===== config.mk =====
export PLATFORM = sky130hd
export DESIGN_NAME = instruction_fetch_stage
export DESIGN_NICKNAME = d
export VERILOG_FILES = /design/src/rtl/instruction_fetch_stage_pkg.sv /design/src/rtl/fetch_skid_buffer.sv /design/src/rtl/instruction_fetch_stage.sv
export SDC_FILE = /design/constraint.sdc
export NUM_CORES = 1
export LEC_CHECK = 0
export CAP_MARGIN = 0
export CORE_ASPECT_RATIO = 1.4
export CORE_MARGIN = 8
export CORE_UTILIZATION = 30
export CTS_CLUSTER_SIZE = 16
export DETAILED_ROUTE_END_ITERATION = 6
export DONT_BUFFER_PORTS = 1
export PLACE_DENSITY = 0.49
export SLEW_MARGIN = 20
export SYNTH_ARGS = -nofsm -noshare
export SYNTH_HDL_FRONTEND = slang
export SYNTH_SLANG_ARGS = --single-unit

===== constraint.sdc =====
create_clock -name clk -period 6.2 [get_ports clk]
set_input_delay 0.62 -clock clk [delete_from_list [all_inputs] [get_ports clk]]
set_output_delay 0.62 -clock clk [all_outputs]
set_load 0.05 [all_outputs]

===== src/rtl/instruction_fetch_stage_pkg.sv =====
// Shared types and constants for the instruction fetch stage.
// No logic; imported by the fetch top and its skid buffer.
// No flow control.
package instruction_fetch_stage_pkg;

  localparam int INSTR_WIDTH = 32;
  localparam int PC_STEP     = 4;
  localparam logic [INSTR_WIDTH-1:0] NOP_WORD = 32'h0000_0000;

  // FETCH: nothing outstanding; WAIT: one live request; DROP: one request whose data is dead
  typedef enum logic [1:0] {
    FETCH = 2'd0,
    WAIT  = 2'd1,
    DROP  = 2'd2
  } fetch_state_t;

endpackage


===== src/rtl/fetch_skid_buffer.sv =====
// One-entry {pc, instr} holding register used while decode is frozen.
// Latency: loaded data is visible the cycle after load.
// Backpressure: none internally; the owner must not load while skid_vld is set.
module fetch_skid_buffer
  import instruction_fetch_stage_pkg::*;
#(
  parameter int ADDR_WIDTH = 32
) (
  input  logic                   clk,
  input  logic                   rst,
  input  logic                   load,
  input  logic                   unload,
  input  logic                   clear,
  input  logic [ADDR_WIDTH-1:0]  load_pc,
  input  logic [INSTR_WIDTH-1:0] load_instr,
  output logic                   skid_vld,
  output logic [ADDR_WIDTH-1:0]  skid_pc,
  output logic [INSTR_WIDTH-1:0] skid_instr
);

  // Clear wins over load so a branch always leaves the buffer empty.
  always_ff @(posedge clk or posedge rst) begin
    if (rst) begin
      skid_vld   <= 1'b0;
      skid_pc    <= '0;
      skid_instr <= NOP_WORD;
    end else if (clear) begin
      skid_vld <= 1'b0;
    end else if (load) begin
      skid_vld   <= 1'b1;
      skid_pc    <= load_pc;
      skid_instr <= load_instr;
    end else if (unload) begin
      skid_vld <= 1'b0;
    end
  end

endmodule


===== src/rtl/instruction_fetch_stage.sv =====
// Fetch stage: owns the PC, one outstanding imem request, IF/ID register, perf counters under IF_PERF_COUNTERS_EN.
// Latency: request at t, 1-cycle memory responds at t+1, valid at t+2; 1 instr/cycle sustained.
// Backpressure: freeze holds IF/ID; one in-flight response parks in the skid and fetch stops until it drains.
module instruction_fetch_stage
  import instruction_fetch_stage_pkg::*;
#(
  parameter int                   ADDR_WIDTH = 32,
  parameter logic [ADDR_WIDTH-1:0] RESET_PC   = '0
) (
  input  logic                   clk,
  input  logic                   rst,
  input  logic                   freeze,
  input  logic                   branchTaken,
  input  logic [ADDR_WIDTH-1:0]  branchAddr,
  output logic                   imemReq,
  output logic [ADDR_WIDTH-1:0]  imemAddr,
  input  logic                   imemValid,
  input  logic [INSTR_WIDTH-1:0] imemData,
  output logic [ADDR_WIDTH-1:0]  pcOut,
  output logic [INSTR_WIDTH-1:0] instruction,
  output logic                   valid
`ifdef IF_PERF_COUNTERS_EN
  ,
  output logic [31:0]            fetchCount,
  output logic [31:0]            stallCount
`endif
);

  localparam logic [ADDR_WIDTH-1:0] STEP = ADDR_WIDTH'(PC_STEP);

  fetch_state_t state, state_nxt;
  logic [ADDR_WIDTH-1:0]  pc;
  logic [ADDR_WIDTH-1:0]  req_addr;
  logic                   skid_vld;
  logic [ADDR_WIDTH-1:0]  skid_pc;
  logic [INSTR_WIDTH-1:0] skid_instr;
  logic frozen, room, req, rsp_acc;
  logic load_from_skid, load_from_rsp, skid_load;

  // A held valid entry plus an arriving word would need a second skid slot, so no new request then.
  assign frozen  = freeze && valid;
  assign room    = !skid_vld && !(frozen && imemValid);
  assign req     = room && !branchTaken &&
                   ((state == FETCH) || ((state == WAIT) && imemValid));
  assign imemReq = req && !rst;
  assign imemAddr = pc;

  // Only a WAIT response survives; DROP data and data coinciding with a branch are discarded.
  assign rsp_acc        = (state == WAIT) && imemValid && !branchTaken;
  assign load_from_skid = !branchTaken && !frozen && skid_vld;
  assign load_from_rsp  = !branchTaken && !frozen && !skid_vld && rsp_acc;
  assign skid_load      = !branchTaken && frozen && rsp_acc;

  fetch_skid_buffer #(.ADDR_WIDTH(ADDR_WIDTH)) u_skid (
    .clk        (clk),
    .rst        (rst),
    .load       (skid_load),
    .unload     (load_from_skid),
    .clear      (branchTaken),
    .load_pc    (req_addr + STEP),
    .load_instr (imemData),
    .skid_vld   (skid_vld),
    .skid_pc    (skid_pc),
    .skid_instr (skid_instr)
  );

  // Fetch state register.
  always_ff @(posedge clk or posedge rst) begin
    if (rst) state <= FETCH;
    else     state <= state_nxt;
  end

  // Next state: track whether the single outstanding request is live, dead or absent.
  always_comb begin
    state_nxt = state;
    case (state)
      FETCH: if (req) state_nxt = WAIT;
      WAIT: begin
        if (branchTaken)    state_nxt = imemValid ? FETCH : DROP;
        else if (req)       state_nxt = WAIT;
        else if (imemValid) state_nxt = FETCH;
      end
      DROP:    if (imemValid) state_nxt = FETCH;
      default: state_nxt = FETCH;
    endcase
  end

  // PC redirect on branch, otherwise advance and remember the address of each issued request.
  always_ff @(posedge clk or posedge rst) begin
    if (rst) begin
      pc       <= RESET_PC;
      req_addr <= RESET_PC;
    end else if (branchTaken) begin
      pc <= branchAddr;
    end else if (req) begin
      pc       <= pc + STEP;
      req_addr <= pc;
    end
  end

  // IF/ID register: skid drains first, then a fresh response, otherwise a bubble.
  always_ff @(posedge clk or posedge rst) begin
    if (rst) begin
      valid       <= 1'b0;
      pcOut       <= '0;
      instruction <= NOP_WORD;
    end else if (branchTaken) begin
      valid <= 1'b0;
    end else if (!frozen) begin
      if (load_from_skid) begin
        valid       <= 1'b1;
        pcOut       <= skid_pc;
        instruction <= skid_instr;
      end else if (load_from_rsp) begin
        valid       <= 1'b1;
        pcOut       <= req_addr + STEP;
        instruction <= imemData;
      end else begin
        valid <= 1'b0;
      end
    end
  end

`ifdef IF_PERF_COUNTERS_EN
  // Saturating counters of delivered instructions and frozen cycles; branches leave them alone.
  always_ff @(posedge clk or posedge rst) begin
    if (rst) begin
      fetchCount <= '0;
      stallCount <= '0;
    end else begin
      if ((load_from_skid || load_from_rsp) && (fetchCount != 32'hFFFF_FFFF))
        fetchCount <= fetchCount + 32'd1;
      if (frozen && (stallCount != 32'hFFFF_FFFF))
        stallCount <= stallCount + 32'd1;
    end
  end
`endif

endmodule


# After elaboration in Yosys (flattened, before gate mapping)
# Cells that the tools add are included.
# Widths: inputs -> output; s select.
[word_totals]
reg_bits = 196
word_cells = 63
in_bits = 69
out_inout_bits = 98
[classes]
bitwise = 2
n_reduce_logical = 27
eq_ne = 4
addsub = 2
muxes = 19
[op_table]
columns = ["op", "n"]
rows = [
  ["$mux 32", 6],
  ["$add 32x3->32 const B", 2],
  ["$logic_and 1x1->1", 14],
  ["$mux 2", 5],
  ["$mux 1", 7],
  ["$pmux 2 s3", 1],
  ["$logic_not 1->1", 5],
  ["$ne 2x2->1 const B", 2],
  ["$reduce_and 2->1", 2],
  ["$reduce_bool 2->1", 2],
  ["$reduce_and 3->1", 1],
  ["$reduce_bool 3->1", 1],
  ["$eq 2x1->1 const B", 1],
  ["$eq 2x2->1 const B", 1],
  ["$logic_not 2->1", 1],
  ["$not 1->1", 2],
  ["$logic_or 1x1->1", 1],
]

# Logic depth before layout (Yosys ltp)
# Gate-level depths: netlist of run 1.
[depth]
depth_word = 9
depth_mapped = 7
depth_no_buf = 6

# By module
# From an unflattened synthesis of run 1, not the netlist that was laid out.
[unflattened]
hier_cells = 777
hier_area_um2 = 9494.1
[modules_own_cells]
columns = ["module", "cells_each", "instances", "area_each_um2", "seq_area_each_um2"]
rows = [
  ["instruction_fetch_stage", 636, 1, 6749.0, 3278.1],
  ["fetch_skid_buffer", 141, 1, 2745.1, 1626.6],
]

# Worst setup path before layout of run 1
# Ideal clock, no wire load.
[synth_timing]
path_type = "input to output"
start = "input branchTaken"
end = "output imemReq"
t_arrival_ns = 2.277
t_required_ns = 5.580
cell_stages = 4
path_slack_ns = 3.303
n_path_buf = 3
cell_sequence = "clkbuf_8 -> clkbuf_1 -> clkbuf_1 -> nor3_1"
[synth_via]
elab_chain_len = 4
[synth_lines]
columns = ["item", "line_no", "source"]
rows = [
  ["start, declared", "instruction_fetch_stage.sv:13", "input logic branchTaken,"],
  ["$logic_not 1->1", "instruction_fetch_stage.sv:43", "assign req = room && !branchTaken &&"],
  ["$logic_and 1x1->1 (2 in a row)", "instruction_fetch_stage.sv:43", ""],
  ["$logic_and 1x1->1", "instruction_fetch_stage.sv:45", "assign imemReq = req && !rst;"],
  ["end, declared", "instruction_fetch_stage.sv:15", "output logic imemReq,"],
]
# No other way between the ends.

# Final worst setup path of run 1
[layout_timing]
start = "register valid"
end = "output imemReq"
[layout_via]
elab_chain_len = 7
[layout_lines]
columns = ["item", "line_no", "source"]
rows = [
  ["start, declared", "instruction_fetch_stage.sv:21", "output logic valid"],
  ["start signal, assigned", "instruction_fetch_stage.sv:104", "valid <= 1'b0;"],
  ["start signal, assigned", "instruction_fetch_stage.sv:108", "valid <= 1'b0;"],
  ["start signal, assigned", "instruction_fetch_stage.sv:111", "valid <= 1'b1;"],
  ["$logic_and 1x1->1", "instruction_fetch_stage.sv:41", "assign frozen = freeze && valid;"],
  ["$logic_and 1x1->1", "instruction_fetch_stage.sv:42", "assign room = !skid_vld && !(frozen && imemValid);"],
  ["$logic_not 1->1", "instruction_fetch_stage.sv:42", ""],
  ["$logic_and 1x1->1", "instruction_fetch_stage.sv:42", ""],
  ["$logic_and 1x1->1 (2 in a row)", "instruction_fetch_stage.sv:43", ""],
  ["$logic_and 1x1->1", "instruction_fetch_stage.sv:45", ""],
]
# No other way between the ends.

==> results of run 1 <==
## final cells by class
cell class / instances / area [um^2] / share of cell area (%)
well taps: 390 / 488 / 4.82
inverters: 14 / 60.1 / 0.594
clock buffers: 21 / 460 / 4.55
repair buffers: 6 / 45.0 / 0.445
clock inverters: 11 / 126 / 1.25
multi-input cells: 621 / 4030 / 39.8
flip-flops and latches: 196 / 4910 / 48.5
## Yosys cell counts, drive strengths merged, types with 9 or more instances
master / instances / area share (%)
mux2i: 39 / 4.3
mux2: 68 / 8.3
o21ai: 111 / 6.1
and4: 9 / 0.87
inv: 14 / 0.57
o211ai: 11 / 0.90
buf: 10 / 0.64
clkbuf: 37 / 1.7
xor2: 14 / 1.3
xnor2: 34 / 3.2
nor2: 25 / 1.1
nor3: 23 / 1.3
a21oi: 10 / 0.55
and3: 15 / 1.2
nor4: 16 / 1.1
nand3: 41 / 2.3
nand4: 21 / 1.6
dfrtp: 196 / 53
nand2: 141 / 5.8
## kinds of logic (layout without fill, tap and decap cells)
logic type	count (synthesis)	after routing
AO/OA/AOI/OAI	151	151
XOR/XNOR	48	48
adder cells (fa/ha/maj)	2	2
buffers and inverters	61	52
flip-flops	196	196
multiplexers	107	107
AND/OR/NAND/NOR	313	313
## per-layer routing
metal,GRT usage [%],vias to the layer above,part of all wire (%)
li1,-,3061,-
met1,16.4,3008,42
met2,21.6,162,48
met3,4.72,21,7.7
met4,4.73,0,1.9
met5,0,-,0
## state kept, by name, summed over array words and instances (netlist names)
| name | flops |
|---|---|
| imemAddr | 32 |
| instruction | 32 |
| pcOut | 32 |
| req_addr | 32 |
| state | 2 |
| u_skid.skid_instr | 32 |
| u_skid.skid_pc | 32 |
| u_skid.skid_vld | 1 |
| valid | 1 |
## report_power, final
group          switching (uW)  internal, uW  leakage (uW)
Clock                     502           618      0.000276
Combinational             252           233       0.00138
Sequential                946          1550       0.00249
Total                    1700          2400       0.00415
## worst reg2reg max path, stage by stage, from the launching register on
cell and delay [ns]:
dfrtp_1 0.75, and3_4 0.35, nand3_1 0.48, nor4_1 0.69, mux2i_1 0.25, nand2_1 0.06
## final timing paths
path | slack, ns | end | from
worst max-delay path | 3.18 | imemReq | valid
worst min-delay path | 0.21 | imemAddr[6] | rst
worst max register to register | 3.52 | imemAddr[28] | imemAddr[6]
worst min register to register | 0.47 | u_skid.skid_pc[24] | u_skid.skid_pc[24]
max in group asynchronous | 4.51 | u_skid.skid_instr[5] | rst
min in group clk | 0.24 | state[1] | imemValid
## cells in the final DEF (no fill, tap or decap), types with 3 or more instances in the layout
master / netlist / routed
a21oi_1: 10 / 10
a221oi_1: 3 / 3
a22oi_1: 4 / 4
and3_1: 10 / 10
and3_2: 3 / 3
and4_1: 8 / 8
buf_4: 0 / 6
clkbuf_16: 0 / 17
clkinvlp_4: 0 / 4
dfrtp_1: 196 / 195
inv_1: 14 / 13
mux2_2: 68 / 68
mux2i_1: 39 / 39
nand2_1: 140 / 140
nand2b_1: 4 / 4
nand3_1: 39 / 39
nand4_1: 20 / 20
nor2_1: 23 / 23
nor2b_1: 4 / 4
nor3_1: 22 / 21
nor4_1: 16 / 16
nor4b_1: 3 / 3
o211ai_1: 11 / 11
o21ai_0: 97 / 96
o21ai_1: 14 / 14
xnor2_1: 34 / 34
xor2_1: 14 / 14
## stage by stage
step	power, uW	setup slack, ns	utilization [%]	hold WS (ns)
floorplan	2810	0.239	-	0.441
global placement	3020	3.54	31.3	0.454
detailed placement	3040	3.51	31.3	0.462
CTS	4180	3.15	33.2	0.208
global route	4340	3.07	33.2	0.208
finish	4100	3.18	33.2	0.212
==> flow_summary.yaml, run 1 <==
run_status:
  outcome: "finished clean"
floorplanning:
  dieArea_um2: 36500
  initial_core_util_pct: 30.2
  die_x_um: 164
  boundaryPins: 167
  fp.dieH_um: 223
  coreArea_um2: 30400
  row_count: 76
critical_path:
  crit_path_max_fanout: 10
  crit_cells: 3
  critical_path_class: "reg -> out"
  worstSetupEndpointType: "output pin"
  crit_required_ns: 5.58
  start_kind: "flip-flop"
  crit_top_cell: "nand3_2"
  crit_family: "simple AND/OR/NAND/NOR gates"
  critical_path.cell_chain: "nand3_2 -> nand3_2 -> nor3_2"
  crit_buf_inv: 0
  r2r_cells: 5
  crit_path_max_incr_delay_ns: 0.74
  crit_arrival_ns: 2.40
  cp_slowest_cell: "nor3_2"
yosys:
  synthAdderAreaFrac_pct: 0.273
  syn_area_um2: 9180
  synthXorXnorAreaFrac_pct: 4.58
  synth-compound-area-share_pct: 9.13
  avgSynthCellArea_um2: 10.5
  synth_top_family_by_area: "simple AND/OR/NAND/NOR gates"
  synth_async_sr_flop_share_pct: 100
  synth-simple-area-share_pct: 17.1
  synth.distinct_cells: 56
  ys_ff_latch: 196
  syn-num-nets: 949
  synth-main-ff-cell: "dfrtp_1"
  synth_cells: 878
  synth_edf_count: 0
  synth_mux_area_share_pct: 12.6
  yosysWarningCount: 0
  synth-seq-area-share_pct: 53.4
flow_run:
  maxCapViolCount: 0
sta:
  grt_setup_unrepaired: "no"
  finalSetupViolCount: 0
  drv_slew: 0
  worst_slew_pin_slew_ns: 1.05
  finalCritPeriodShare_pct: 48.7
  fin_crit_ns: 3.02
  finalClockSkew_ns: 0.0135
  hold_viol: 0
  fmax_mhz: 332
  setup_tns_ns: 0
  relSlewSlack_pct: 29.2
grt:
  grt_antenna_before_repair: 0
  grtUsageTotal_pct: 13.5
  grt_max_degree: 127
  overflow: 0
  grt_pass1_vias: 6281
  grt_pass1_wl_mm: 38.1
place:
  place_inst: 1227
  io_buffer_count: 0
  gp_congestion: 0.813
  dpl_cell_area_um2: 9530
  hpwl_mm: 17.1
cells_and_area:
  final_nets: 927
  fill_cells: 3124
  drive_above_1_share_pct: 14.2
  antennaDiodeCount: 0
  syn_to_final_growth_pct: 10.2
  fin_cells: 1259
  fin_area_um2: 10100
drt:
  wl_mm: 24.1
  drtIter0Drc: 369
  ant_nets: 0
  drc: 0
  avgRoutedWirePerCell_um: 19.1
  post_drt_via_cell_ratio: 4.97
  first_pass_iters: 4
  vias: 6252
clocking:
  cts_root_buf: "clkbuf_16"
  htree_num_levels: 4
  clk_pin_slew_ns: 0.07
  clockBufferDepth: 2
  cts_tree: "yes"
  postCtsSetupBuffers: 0
  clock_latency_ns: 0.44
  cts.sink_count: 196
  cts_hold_buf: 0
  numCtsBuffers: 17
  postCtsResizedCells: 0
power:
  leakage_uw: 0.00415
  power_density_nw_per_um2: 405
  ir_drop_v: 0.000183
hold_path:
  hold_path_class: "in -> async"
No activity file was read; power rests on OpenSTA's default activity.
==> inputs of run 2 (changes only) <==
Clock period 6.2 ns to 2.7 ns, I/O delays scaled along.
==> run 2 against run 1 <==
  * Final cell count increased by 8.3%
  * Flip-flop and latch count unchanged
  * Highest routed layer unchanged
  * First-iteration DRC count increased by 2.2%
  * Register-to-register slack got worse by 3.2 ns
  * Worst setup slack got worse by 2.8 ns
  * Largest power group unchanged
  * Sequential share of layout area decreased by 4.7 points
  * Combinational power increased to 3.2 times the previous value
  * Core utilization increased by 3.5 points
  * Clock-buffer cell count decreased by 2
  * Largest cell class unchanged
==> flow_summary.yaml, run 2 (synthesis gave the netlist of run 1 again) <==
cells_and_area:
  antennaDiodeCount: 0
  drive_above_1_share_pct: 16.6
  seq_area_um2: 4910
  syn_to_final_growth_pct: 21.9
  final_nets: 1033
  final_cell_mix: "195 x dfrtp_1, 140 x nand2_1, 96 x o21ai_0, 68 x mux2_2, 68 x dlygate4sd3_1"
  fin_cells: 1364
  multi_input_area_um2: 4030
  final_common_cell: "dfrtp_1"
  fill_cells: 3080
critical_path:
  crit_path_max_fanout: 7
  crit_arrival_ns: 2.65
  critical_path_class: "reg -> reg"
  crit_required_ns: 3.02
  worstSetupEndpointType: "flip-flop"
  r2r_slack_ns: 0.37
  start_kind: "flip-flop"
hold_path:
  hold_path_class: "in -> reg"
place:
  gp_congestion: 0.829
  dp_slack_ns: 0.455
  place_inst: 1264
  hpwl_mm: 17.9
  io_buffer_count: 0
drt:
  first_pass_iters: 4
  post_drt_via_cell_ratio: 4.89
  ant_nets: 0
  drc: 0
  drtIter0Drc: 377
  avgRoutedWirePerCell_um: 18.5
  vias: 6670
  wl_mm: 25.3
floorplanning:
  dieArea_um2: 36500
  boundaryPins: 167
  initial_core_util_pct: 30.2
  coreArea_um2: 30400
  die_x_um: 164
  row_count: 76
  fp.dieH_um: 223
power:
  leakage_uw: 0.00467
  ir_drop_v: 0.000428
  power_density_nw_per_um2: 865
sta:
  drv_slew: 0
  grt_setup_unrepaired: "no"
  finalCritPeriodShare_pct: 86.3
  hold_viol: 0
  finalWorstSetupSlack_ns: 0.369
  fmax_mhz: 429
  relSlewSlack_pct: 27.0
  worst_slew_pin_slew_ns: 1.09
  fin_crit_ns: 2.33
  setup_tns_ns: 0
  finalSetupViolCount: 0
  whs_ns: 0.0317
  finalClockSkew_ns: 0.00907
clocking:
  numCtsBuffers: 17
  cts_root_buf: "clkbuf_16"
  clock_latency_ns: 0.44
  cts.sink_count: 196
  postCtsResizedCells: 0
  cts_tree: "yes"
  cts_hold_buf: 69
  clk_pin_slew_ns: 0.07
  htree_num_levels: 4
  clockBufferDepth: 2
  postCtsSetupBuffers: 0
grt:
  grt_max_degree: 94
  grt_pass1_vias: 6787
  grt_pass1_wl_mm: 40.1
  overflow: 0
  grt_antenna_before_repair: 0
  grtUsageTotal_pct: 14.2
run_status:
  outcome: "finished clean"
flow_run:
  maxCapViolCount: 0
run 2: changes by cell type in the layout (fill, tap and decap cells not counted), sizes merged:
| cell | previous run | this run |
|---|---|---|
| dlygate4sd3 | 0 | 68 |
| buf | 6 | 44 |
| clkbuf | 21 | 19 |
| bufinv | 2 | 3 |
run 2: layout make-up:
type | count | area share (%)
Clock buffer | 19 | 4.05
Clock inverter | 12 | 1.37
Inverter | 14 | 0.503
Multi-Input combinational cell | 621 | 36.0
Sequential cell | 196 | 43.9
Tap cell | 390 | 4.36
Timing Repair Buffer | 112 | 9.88
run 2: metrics by stage:
step	power, uW	utilization [%]	instance area, um^2
finish	9690	36.8	11200
global route	10200	36.8	11200
CTS	9870	36.8	11200
detailed placement	7070	32.5	9880
global placement	7030	32.5	9880
floorplan	6450	-	9180
run 2: worst paths after layout:
kind / start / endpoint / depth (start not counted)
hold / removal: imemData[16] / instruction[16] / 2
hold reg to reg: u_skid.skid_pc[24] / u_skid.skid_pc[24] / 2
min in group asynchronous: rst / imemAddr[5] / 2
setup reg to reg: req_addr[2] / pcOut[26] / 6
max in group asynchronous: rst / u_skid.skid_instr[1] / 3
setup / recovery: req_addr[2] / pcOut[26] / 6
run 2: layer usage:
metal  wire length (um)  global-route usage [%]  share of wire [%]
met1              10700                    17.2                 42
met2              12500                    23.5                 50
met3               1540                    4.00                6.1
met4                471                    5.17                1.9
met5                  0                       0                  0
run 2: critical path: stages (launching register included):
cell and delay [ns]:
dfrtp_1 0.45, ha_1 0.25, nand4_1 0.26, nor4_1 0.69, a31oi_1 0.21, nor3b_1 0.25
o21ai_1 0.10
run 2: power by group:
group	switching [uW]	total (uW)	internal (uW)
registers	1950	5510	3560
logic	850	1530	676
clock network	1150	2650	1500
==> inputs of run 3 (changes only) <==
Settings changed: CELL_PAD_IN_SITES_DETAIL_PLACEMENT from default to 1, CELL_PAD_IN_SITES_GLOBAL_PLACEMENT from default to 2, PLACE_DENSITY 0.49 to 0.68.
==> run 3 against run 2 <==
  * Design area is 0.13% higher
  * Worst setup slack better by 0.028 ns
  * Final cell count is 0.22% higher
  * Critical path depth stayed put
  * Via count is 3.0% higher
  * Power is 0.16% lower
  * Flip-flop and latch count stayed put
  * Non-clock buffer count is 2 higher
  * Sequential share of layout area is 0.059 points lower
  * Register-to-register slack better by 0.03 ns
  * Critical endpoint is now pcOut[28]
  * Largest cell class unchanged
==> flow_summary.yaml, run 3 (synthesis gave the netlist of run 1 again) <==
clocking:
  htree_num_levels: 4
  postCtsResizedCells: 0
  cts_tree: "yes"
  clockBufferDepth: 2
  clock_latency_ns: 0.44
  numCtsBuffers: 17
  cts.sink_count: 196
  cts_root_buf: "clkbuf_16"
  clk_pin_slew_ns: 0.07
drt:
  drtIter0Drc: 325
  drc: 0
  ant_nets: 0
  post_drt_via_cell_ratio: 5.03
  avgRoutedWirePerCell_um: 19.8
  first_pass_iters: 4
  vias: 6871
  wl_mm: 27.1
place:
  hpwl_mm: 19.3
  gp_congestion: 0.801
  place_inst: 1264
  io_buffer_count: 0
grt:
  grt_pass1_wl_mm: 43.3
  grtUsageTotal_pct: 15.2
  overflow: 0
  grt_antenna_before_repair: 0
  grt_pass1_vias: 7447
  grt_max_degree: 94
sta:
  relSlewSlack_pct: 41.6
  fmax_mhz: 434
  whs_ns: 0.0309
  finalSetupViolCount: 0
  finalClockSkew_ns: 0.0114
  hold_viol: 0
  drv_slew: 0
  setup_tns_ns: 0
  grt_setup_unrepaired: "no"
  finalCritPeriodShare_pct: 85.3
  fin_crit_ns: 2.30
  worst_slew_pin_slew_ns: 0.876
floorplanning:
  fp.dieH_um: 223
  dieArea_um2: 36500
  coreArea_um2: 30400
  die_x_um: 164
  row_count: 76
  initial_core_util_pct: 30.2
  boundaryPins: 167
cells_and_area:
  fin_util_pct: 36.8
  syn_to_final_growth_pct: 22.1
  fin_cells: 1367
  drive_above_1_share_pct: 16.5
  final_nets: 1035
  final_common_cell: "dfrtp_1"
  fill_cells: 3431
  antennaDiodeCount: 0
  final_cell_mix: "195 x dfrtp_1, 140 x nand2_1, 96 x o21ai_0, 70 x dlygate4sd3_1, 68 x mux2_2"
critical_path:
  crit_required_ns: 3.01
  r2r_slack_ns: 0.40
  crit_path_max_fanout: 7
  worstSetupEndpointType: "flip-flop"
  critical_path_class: "reg -> reg"
  crit_arrival_ns: 2.62
  start_kind: "flip-flop"
power:
  leakage_uw: 0.00467
  ir_drop_v: 0.000422
  power_density_nw_per_um2: 863
run_status:
  outcome: "finished clean"
flow_run:
  maxCapViolCount: 0
hold_path:
  hold_path_class: "in -> reg"
==> run 3: changes by cell type in the layout (fill, tap and decap cells not counted), sizes merged <==
cell         previous run  this run
bufinv                  3         2
clkbuf                 19        20
clkinvlp                4         5
dlygate4sd3            68        70
==> run 3: routing by layer <==
layer  vias to the layer above  GRT usage [%]  wire length, um
met3                        21           4.50             1710
li1                       3279              -                -
met5                         -              0                0
met4                         0           4.38              376
met1                      3433           18.0            11300
met2                       138           25.8            13700
==> run 3: area by class of cell <==
class / count / area (um^2) / share of cell area, %
clock buffer: 20 / 447 / 3.99
clock inverter: 12 / 150 / 1.34
inverter: 14 / 56.3 / 0.502
multi-input combinational: 621 / 4030 / 35.9
sequential: 196 / 4910 / 43.8
tap: 390 / 488 / 4.35
timing repair buffer: 114 / 1130 / 10.1
==> run 3: metrics by stage <==
stage / worst slack [ns] / total power (uW) / area (um^2)
6_report: 0.397 / 9670 / 11200
2_1_floorplan: -0.102 / 6450 / 9180
3_3_place_gp: 0.528 / 7050 / 9890
4_1_cts: 0.380 / 9860 / 11200
3_5_place_dp: 0.414 / 7120 / 9890
5_1_grt: 0.188 / 10200 / 11200
==> run 3: what timing repair did <==
item                       in CTS  in global routing
buffers inserted                0                  0
setup endpoints to repair       0                  0
hold endpoints to repair       98                  1
hold buffers                   70                  1
==> run 3: path summary, 6_finish.rpt <==
kind / start / endpoint / depth (start not counted)
max: req_addr[2] / pcOut[28] / 6
min: branchTaken / imemAddr[27] / 2
max reg2reg: req_addr[2] / pcOut[28] / 6
min reg2reg: u_skid.skid_pc[19] / u_skid.skid_pc[19] / 2
max in group asynchronous: rst / pcOut[22] / 3
min in group asynchronous: rst / req_addr[8] / 2
==> run 3: where the power goes <==
| part | leakage, uW | internal (uW) | total (uW) | switching [uW] |
|---|---|---|---|---|
| Clock | 0.000276 | 1410 | 2580 | 1170 |
| Combinational | 0.00190 | 684 | 1560 | 876 |
| Sequential | 0.00249 | 3560 | 5530 | 1970 |
==> run 3: critical path: stages (launching register included) <==
cell and delay [ns]:
dfrtp_1 0.45, ha_1 0.25, nand4_1 0.30, nor4_1 0.65
nand4_1 0.21, xor2_1 0.21, o21ai_0 0.11
